===== config.mk =====
export PLATFORM = sky130hd
export DESIGN_NAME = alu_seq_ctrl
export DESIGN_NICKNAME = d
export VERILOG_FILES = /design/src/rtl/alu_pkg.sv /design/src/rtl/alu_seq_ctrl.sv
export SDC_FILE = /design/constraint.sdc
export NUM_CORES = 1
export LEC_CHECK = 0
export ABC_CLOCK_PERIOD_IN_PS = 1680
export CAP_MARGIN = 20
export CORE_ASPECT_RATIO = 0.7
export CORE_MARGIN = 4
export CORE_UTILIZATION = 37
export CTS_CLUSTER_SIZE = 10
export DETAILED_ROUTE_END_ITERATION = 8
export PLACE_DENSITY = 0.76
export SYNTH_ARGS = -nofsm -noshare
export SYNTH_HDL_FRONTEND = slang
export SYNTH_SLANG_ARGS = --single-unit

===== constraint.sdc =====
create_clock -name clk -period 1.68 [get_ports clk]
set_input_delay 0.336 -clock clk [delete_from_list [all_inputs] [get_ports clk]]
set_output_delay 0.336 -clock clk [all_outputs]
set_load 0.005 [all_outputs]

===== src/rtl/alu_pkg.sv =====
// alu_pkg
// Shared definitions for the combinational 4-bit alu and its upstream
// sequencer alu_seq_ctrl: op-code constants, the sequencer FSM state
// encoding and the default datapath width.
package alu_pkg;

  localparam int DEF_WIDTH = 4;

  localparam logic [1:0] OP_ADD = 2'b00;
  localparam logic [1:0] OP_SUB = 2'b01;
  localparam logic [1:0] OP_AND = 2'b10;
  localparam logic [1:0] OP_OR  = 2'b11;

  typedef enum logic [1:0] {
    ST_IDLE = 2'b00,
    ST_EXEC = 2'b01,
    ST_DONE = 2'b10
  } seq_state_e;

endpackage


===== src/rtl/alu_seq_ctrl.sv =====
// alu_seq_ctrl
// Accumulator sequencer sitting upstream of the combinational alu. Accepts
// one command per valid/ready handshake, either loading the accumulator
// directly or running one ALU operation cmd_rpt+1 times with the result
// fed back into the accumulator each cycle.
// Ports:
//   clk, rst            : rising-edge clock, asynchronous active-high reset
//   cmd_valid/cmd_ready : command handshake (ready only in IDLE)
//   cmd_load            : 1 = load accumulator with cmd_operand, no ALU pass
//   cmd_op              : ALU op code for the command
//   cmd_operand         : B operand or load value
//   cmd_rpt             : repeat count minus one
//   alu_a/alu_b/alu_op  : drive alu.A / alu.B / alu.OP (acc, operand, op)
//   alu_r/alu_cf        : alu.R / alu.CF, sampled only in EXEC
//   acc, cf             : accumulator and carry of the last write-back
//   done                : one-cycle pulse when a command completes
module alu_seq_ctrl
  import alu_pkg::*;
#(
  parameter int WIDTH = DEF_WIDTH,
  parameter int RPT_W = 2
) (
  input  logic             clk,
  input  logic             rst,
  input  logic             cmd_valid,
  output logic             cmd_ready,
  input  logic             cmd_load,
  input  logic [1:0]       cmd_op,
  input  logic [WIDTH-1:0] cmd_operand,
  input  logic [RPT_W-1:0] cmd_rpt,
  output logic [WIDTH-1:0] alu_a,
  output logic [WIDTH-1:0] alu_b,
  output logic [1:0]       alu_op,
  input  logic [WIDTH-1:0] alu_r,
  input  logic             alu_cf,
  output logic [WIDTH-1:0] acc,
  output logic             cf,
  output logic             done
);

  seq_state_e       state_q, state_d;
  logic [WIDTH-1:0] acc_q, acc_d;
  logic             cf_q, cf_d;
  logic [1:0]       op_q, op_d;
  logic [WIDTH-1:0] operand_q, operand_d;
  logic [RPT_W-1:0] cnt_q, cnt_d;

  always_ff @(posedge clk or posedge rst) begin
    if (rst) begin
      state_q   <= ST_IDLE;
      acc_q     <= '0;
      cf_q      <= 1'b0;
      op_q      <= OP_ADD;
      operand_q <= '0;
      cnt_q     <= '0;
    end else begin
      state_q   <= state_d;
      acc_q     <= acc_d;
      cf_q      <= cf_d;
      op_q      <= op_d;
      operand_q <= operand_d;
      cnt_q     <= cnt_d;
    end
  end

  always_comb begin
    state_d   = state_q;
    acc_d     = acc_q;
    cf_d      = cf_q;
    op_d      = op_q;
    operand_d = operand_q;
    cnt_d     = cnt_q;
    case (state_q)
      ST_IDLE: begin
        if (cmd_valid) begin
          op_d      = cmd_op;
          operand_d = cmd_operand;
          cnt_d     = cmd_rpt;
          if (cmd_load) begin
            acc_d   = cmd_operand;
            cf_d    = 1'b0;
            state_d = ST_DONE;
          end else begin
            state_d = ST_EXEC;
          end
        end
      end
      ST_EXEC: begin
        // Every EXEC cycle writes back, so cf ends up holding only the
        // carry of the final iteration.
        acc_d = alu_r;
        cf_d  = alu_cf;
        if (cnt_q == '0) begin
          state_d = ST_DONE;
        end else begin
          cnt_d = cnt_q - RPT_W'(1);
        end
      end
      ST_DONE: state_d = ST_IDLE;
      default: state_d = ST_IDLE;
    endcase
  end

  // All outputs are decoded from registers, so the alu feedback path
  // (alu_a -> alu -> alu_r -> acc_q) is broken by the accumulator flop.
  assign cmd_ready = (state_q == ST_IDLE);
  assign done      = (state_q == ST_DONE);
  assign alu_a     = acc_q;
  assign alu_b     = operand_q;
  assign alu_op    = op_q;
  assign acc       = acc_q;
  assign cf        = cf_q;

endmodule

# Yosys cells after proc, flatten, opt, wreduce, memory -nomap -nowiden
# Cells that the tools add are included.
# totals
regBits	15
input_bits	17
output_inout_bits	17
elab_cells	33
# op_classes
n_addsub	1
n_eq_ne	6
muxes	13
reduce_logical	7
# ops
operator	n
two-way mux 2 bit	5
two-way mux 4 bit	2
one-hot mux 2 bit (2 select lines)	2
one-hot mux 4 bit (2 select lines)	1
inequality test 2 bit (second input constant)	3
AND reduction 3 bit	2
logical NOT 2 bit	2
AND reduction 2 bit	2
equality test 2 x 1 -> 1 bit (second input constant)	1
equality test 2 bit (second input constant)	1
two-way mux 1 bit	2
inequality test 2 x 1 -> 1 bit (second input constant)	1
one-hot mux 1 bit (2 select lines)	1
nonzero test 2 bit	1
subtractor 2 x 1 -> 2 bit (second input constant)	1

# Depth between registers and ports, before layout
# logic_depth
word_depth	3
ltp_mapped	5
ltp_nobuf	5

# Least setup slack after synthesis
# No wires, ideal clock.
# synth_timing
kind	flip-flop to flip-flop
start	register cnt_q[0]
end	register cnt_q[0]
setup_ps	126
arrival_ps	1190
required_ps	1554
setup_slack_ps	364
stages_incl_launch_ff	6
path_buffers	0
period_less_slack_ps	1316
cell_sequence	dfrtp_1 > inv_1 > ha_1 > nor3b_2 > nor3_1 > a221o_1
# synth_via
elab_chain_len	3
word_cells_on_any_way	6
cone_classes	add/sub: 1; eq/ne: 1; mux: 2; reduce/logical: 2
# synth_lines
element	line	source
start, declared	alu_seq_ctrl.sv:46	logic [RPT_W-1:0] cnt_q, cnt_d;
start signal, assigned	alu_seq_ctrl.sv:62	cnt_q <= cnt_d;
subtractor 2 x 1 -> 2 bit or logical NOT 2 bit (tied branches)	alu_seq_ctrl.sv:96, alu_seq_ctrl.sv:93	
two-way mux 2 bit or inequality test 2 bit (tied branches)	n/a	
one-hot mux 2 bit (2 select lines) or AND reduction 3 bit (tied branches)	n/a	
# Several ways; a longest one is shown, not always the timed one. The select of a mux whose other input is x is not followed.
# A chain may end at the register's enable or synchronous reset.

# Worst setup path after layout
# layout_timing
start	register state_q[1]
end	register cnt_q[0]
# layout_via
elab_chain_len	3
word_cells_on_any_way	7
cone_classes	eq/ne: 3; mux: 1; reduce/logical: 3
# layout_lines
element	line	source
start, declared	alu_seq_ctrl.sv:41	seq_state_e state_q, state_d;
start signal, assigned	alu_seq_ctrl.sv:57	state_q <= state_d;
equality test 2 x 1 -> 1 bit or logical NOT 2 bit (tied branches)	alu_seq_ctrl.sv:73	case (state_q)
inequality test 2 bit (no source line) or nonzero test 2 bit (tied branches)	n/a	
AND reduction 3 bit (no source line)	n/a	
# Several ways; a longest one is shown, not always the timed one.

==> summary.txt <==
TritonCTS clock tree = built
Antenna Cells = 0
slowest cell on the critical path = dfrtp_1
Sum Neg Setup Slack = 0 ps
drt via density = 5.09
met2 Track Usage GR = 0.232
Synth Area in Compound Gates = 0.107
Fin Clk Skew = 7.38 ps
met3 Use GR = 0.0623
Synthesized Nets = 79
worst-margin pin slew = 547 ps
IO Pins = 34
hold buffers post-CTS = 0
Crit path buffers/inverters = 1
Top Usage Layer GRT = met2
fin crit period = 1550 ps
startpoint type of the worst setup path = register
crit path cell chain = buf_4, nor2b_2, mux2i_1, a221o_1
mean area per synthesized cell = 12.2 um2
r2r setup slk = 130 ps
Flop pwr share = 0.359
GRT Residual Overflow = 0
core area = 1890 um2
first-pass GRT wire length = 2800 um
synthesized instance count = 61
Yosys reg bits = 15
Netlist Area Pre-Place = 747 um2
WHS = 397 ps
Sw Pwr = 605 uW
Num CTS Buffers = 3
GPL Wtd Cong = 0.809
Die ar. = 2810 um2
post-route ant nets = 0
Port Buffers = 33
WS Path Type = reg -> reg
Synth cell types = 21
Max clock buf depth = 2
Final Cell Area = 1090 um2
top cells by area, synth = dfrtp_1 50%, mux2i_1 6.7%, mux2_4 6.0%, o21ai_0 5.4%, buf_4 5.0%
Final Max Tran Viols = 0
fraction of layout cells with a size suffix above 1 = 0.202
Pint = 1.26 mW
final setup fails = 0
Worst setup EP type = register
Power Density = 1700 nW/um2
maximum VDD drop = 817 uV
Combinational Power Share = 0.532
CP arrival = 1720 ps
simple-gate share of the synthesized area = 0.106
clock root cell = clkbuf_4
Max-slew headroom = 0.635
max-cap violations = 0
clk_lat worst skew = 280 ps
Tcrit/Tclk final = 0.922
largest family of logic cells by synthesized area = multiplexers
RSZ-0062 raised after global routing = no
final WL = 1730 um
Final nets = 113
fmax = 0.646 GHz
worst-path maximum fanout = 7
CP delay by family, top = flip-flops
hpwl dp = 1380 um
CTS HTree Levels = 1
Seq/Total Area, Yosys = 0.503
Die Wd = 61.7 um
Initial Util = 0.396
vias in the first global route = 572
clock share of power = 0.109
# DRC = 0
Pre-antenna DRT Iters = 4
routing usage on met1 = 0.173
Routed WL per cell = 14.9 um
post-synthesis mux area share = 0.173
iteration-0 DRC count of the detailed router = 26
Area Overhead vs Synth = 46.4%
required time of the critical path = 1850 ps
DIE HEIGHT = 45.6 um
placed inst area = 1070 um2
Pwr Total = 1.86 mW
sw frac = 0.324
largest area contributor in the netlist = dfrtp_1
Finished Layout Cells = 116
Worst-path clk slew = 90 ps
# rows = 13
Vias = 590
XOR/XNOR share of the synthesized area = 0
antenna violations before repair = 0
Inst Count DP = 112
largest net degree at the start of global routing = 16
Ys Warns = 0
Leak = 0.481 nW
endpoints failing hold = 0
Hold Crit Class = in -> async
Synth top area share = 0.503
overall global routing resource usage = 0.146
clock sink total = 15
adder-cell share of the synthesized area = 0.0168
max incr delay on CP = 430 ps
status = finished, final reports clean
state kept, by name (all words and copies together), names as in the netlist:
| signal | flops |
|---|---|
| state_q | 2 |
| acc | 4 |
| cf | 1 |
| alu_op | 2 |
| cnt_q | 2 |
| alu_b | 4 |
cell usage in the layout, fill, tap and decap left out, drive strengths merged:
cell	n
or3b	1
a221o	1
dlygate4sd2	2
clkbuf	3
inv	3
o21bai	1
buf	3
mux2	6
clkinv	1
clkdlybuf4s50	31
or2	1
a221oi	1
mux2i	5
a22o	1
and2b	1
nor2	3
o21ai	8
nor2b	1
ha	1
nor3b	2
nor3	2
a21oi	1
dfrtp	15
worst paths after layout:
| check | from | to | cells after the start |
|---|---|---|---|
| hold reg to reg | cf | cf | 1 |
| max in group asynchronous | rst | state_q[0] | 2 |
| setup / recovery | state_q[1] | cnt_q[0] | 4 |
| hold / removal | rst | cnt_q[0] | 2 |
| min in group clk | cf | cf | 1 |
| setup reg to reg | state_q[1] | cnt_q[0] | 4 |
layout make-up:
class                   instances  area [um2]
clock buffers                   3        22.5
fillers                       163         793
multi-input cells              36         300
clock inverters                 1        5.00
flip-flops and latches         15         377
inverters                       3        11.3
repair buffers                 36         350
well taps                      22        27.5
through the flow:
stage / setup WS (ps) / util
after detailed placement: -103 / 0.566
after floorplan: 364 / -
after global routing: 67.8 / 0.580
after global placement: -74.0 / 0.566
final: 132 / 0.580
after CTS: 142 / 0.580
power by group through the flow:
stage	Sequential, mW	Clock (mW)	Combinational [mW]
floorplan	0.656	0	0.556
global placement	0.666	0	0.989
detailed placement	0.669	0	1.02
CTS	0.672	0.214	1.01
global route	0.700	0.227	1.08
finish	0.669	0.204	0.992
per-layer routing:
metal | share of wire | vias to the layer above
li1 | - | 277
met1 | 0.40 | 280
met2 | 0.48 | 31
met3 | 0.11 | 2
met4 | 0.0092 | 0
met5 | 0 | -
cells in the mapped netlist:
cell type  count
o21ai_0        8
a22o_1         1
o21bai_1       1
nor3b_2        2
and2b_2        1
mux2_2         3
nor2b_2        1
buf_4          5
a221oi_1       1
a221o_1        1
nor3_1         2
mux2_4         3
a21oi_1        1
ha_1           1
nor2_1         3
buf_6          2
mux2i_1        5
inv_1          3
or3b_1         1
or2_2          1
dfrtp_1       15
worst reg2reg max path: cells and delay by family, from the launching register on:
| kind | cells | cell delay [ps] |
|---|---|---|
| AO/OA/AOI/OAI | 1 | 320 |
| buffers and inverters | 1 | 180 |
| flip-flops | 1 | 430 |
| multiplexers | 1 | 140 |
| AND/OR/NAND/NOR | 1 | 370 |
logic make-up after synthesis:
kind of cell    after synthesis
buf+inv                      10
mux                          11
fa+ha+maj                     1
simple gates                 11
flops                        15
compound gates               13
what timing repair did:
action,in CTS,in global routing
endpoints found under the setup margin,2,0
setup buffers,0,0
gates resized for setup,3,0
Power figures use the tool's default switching activity.
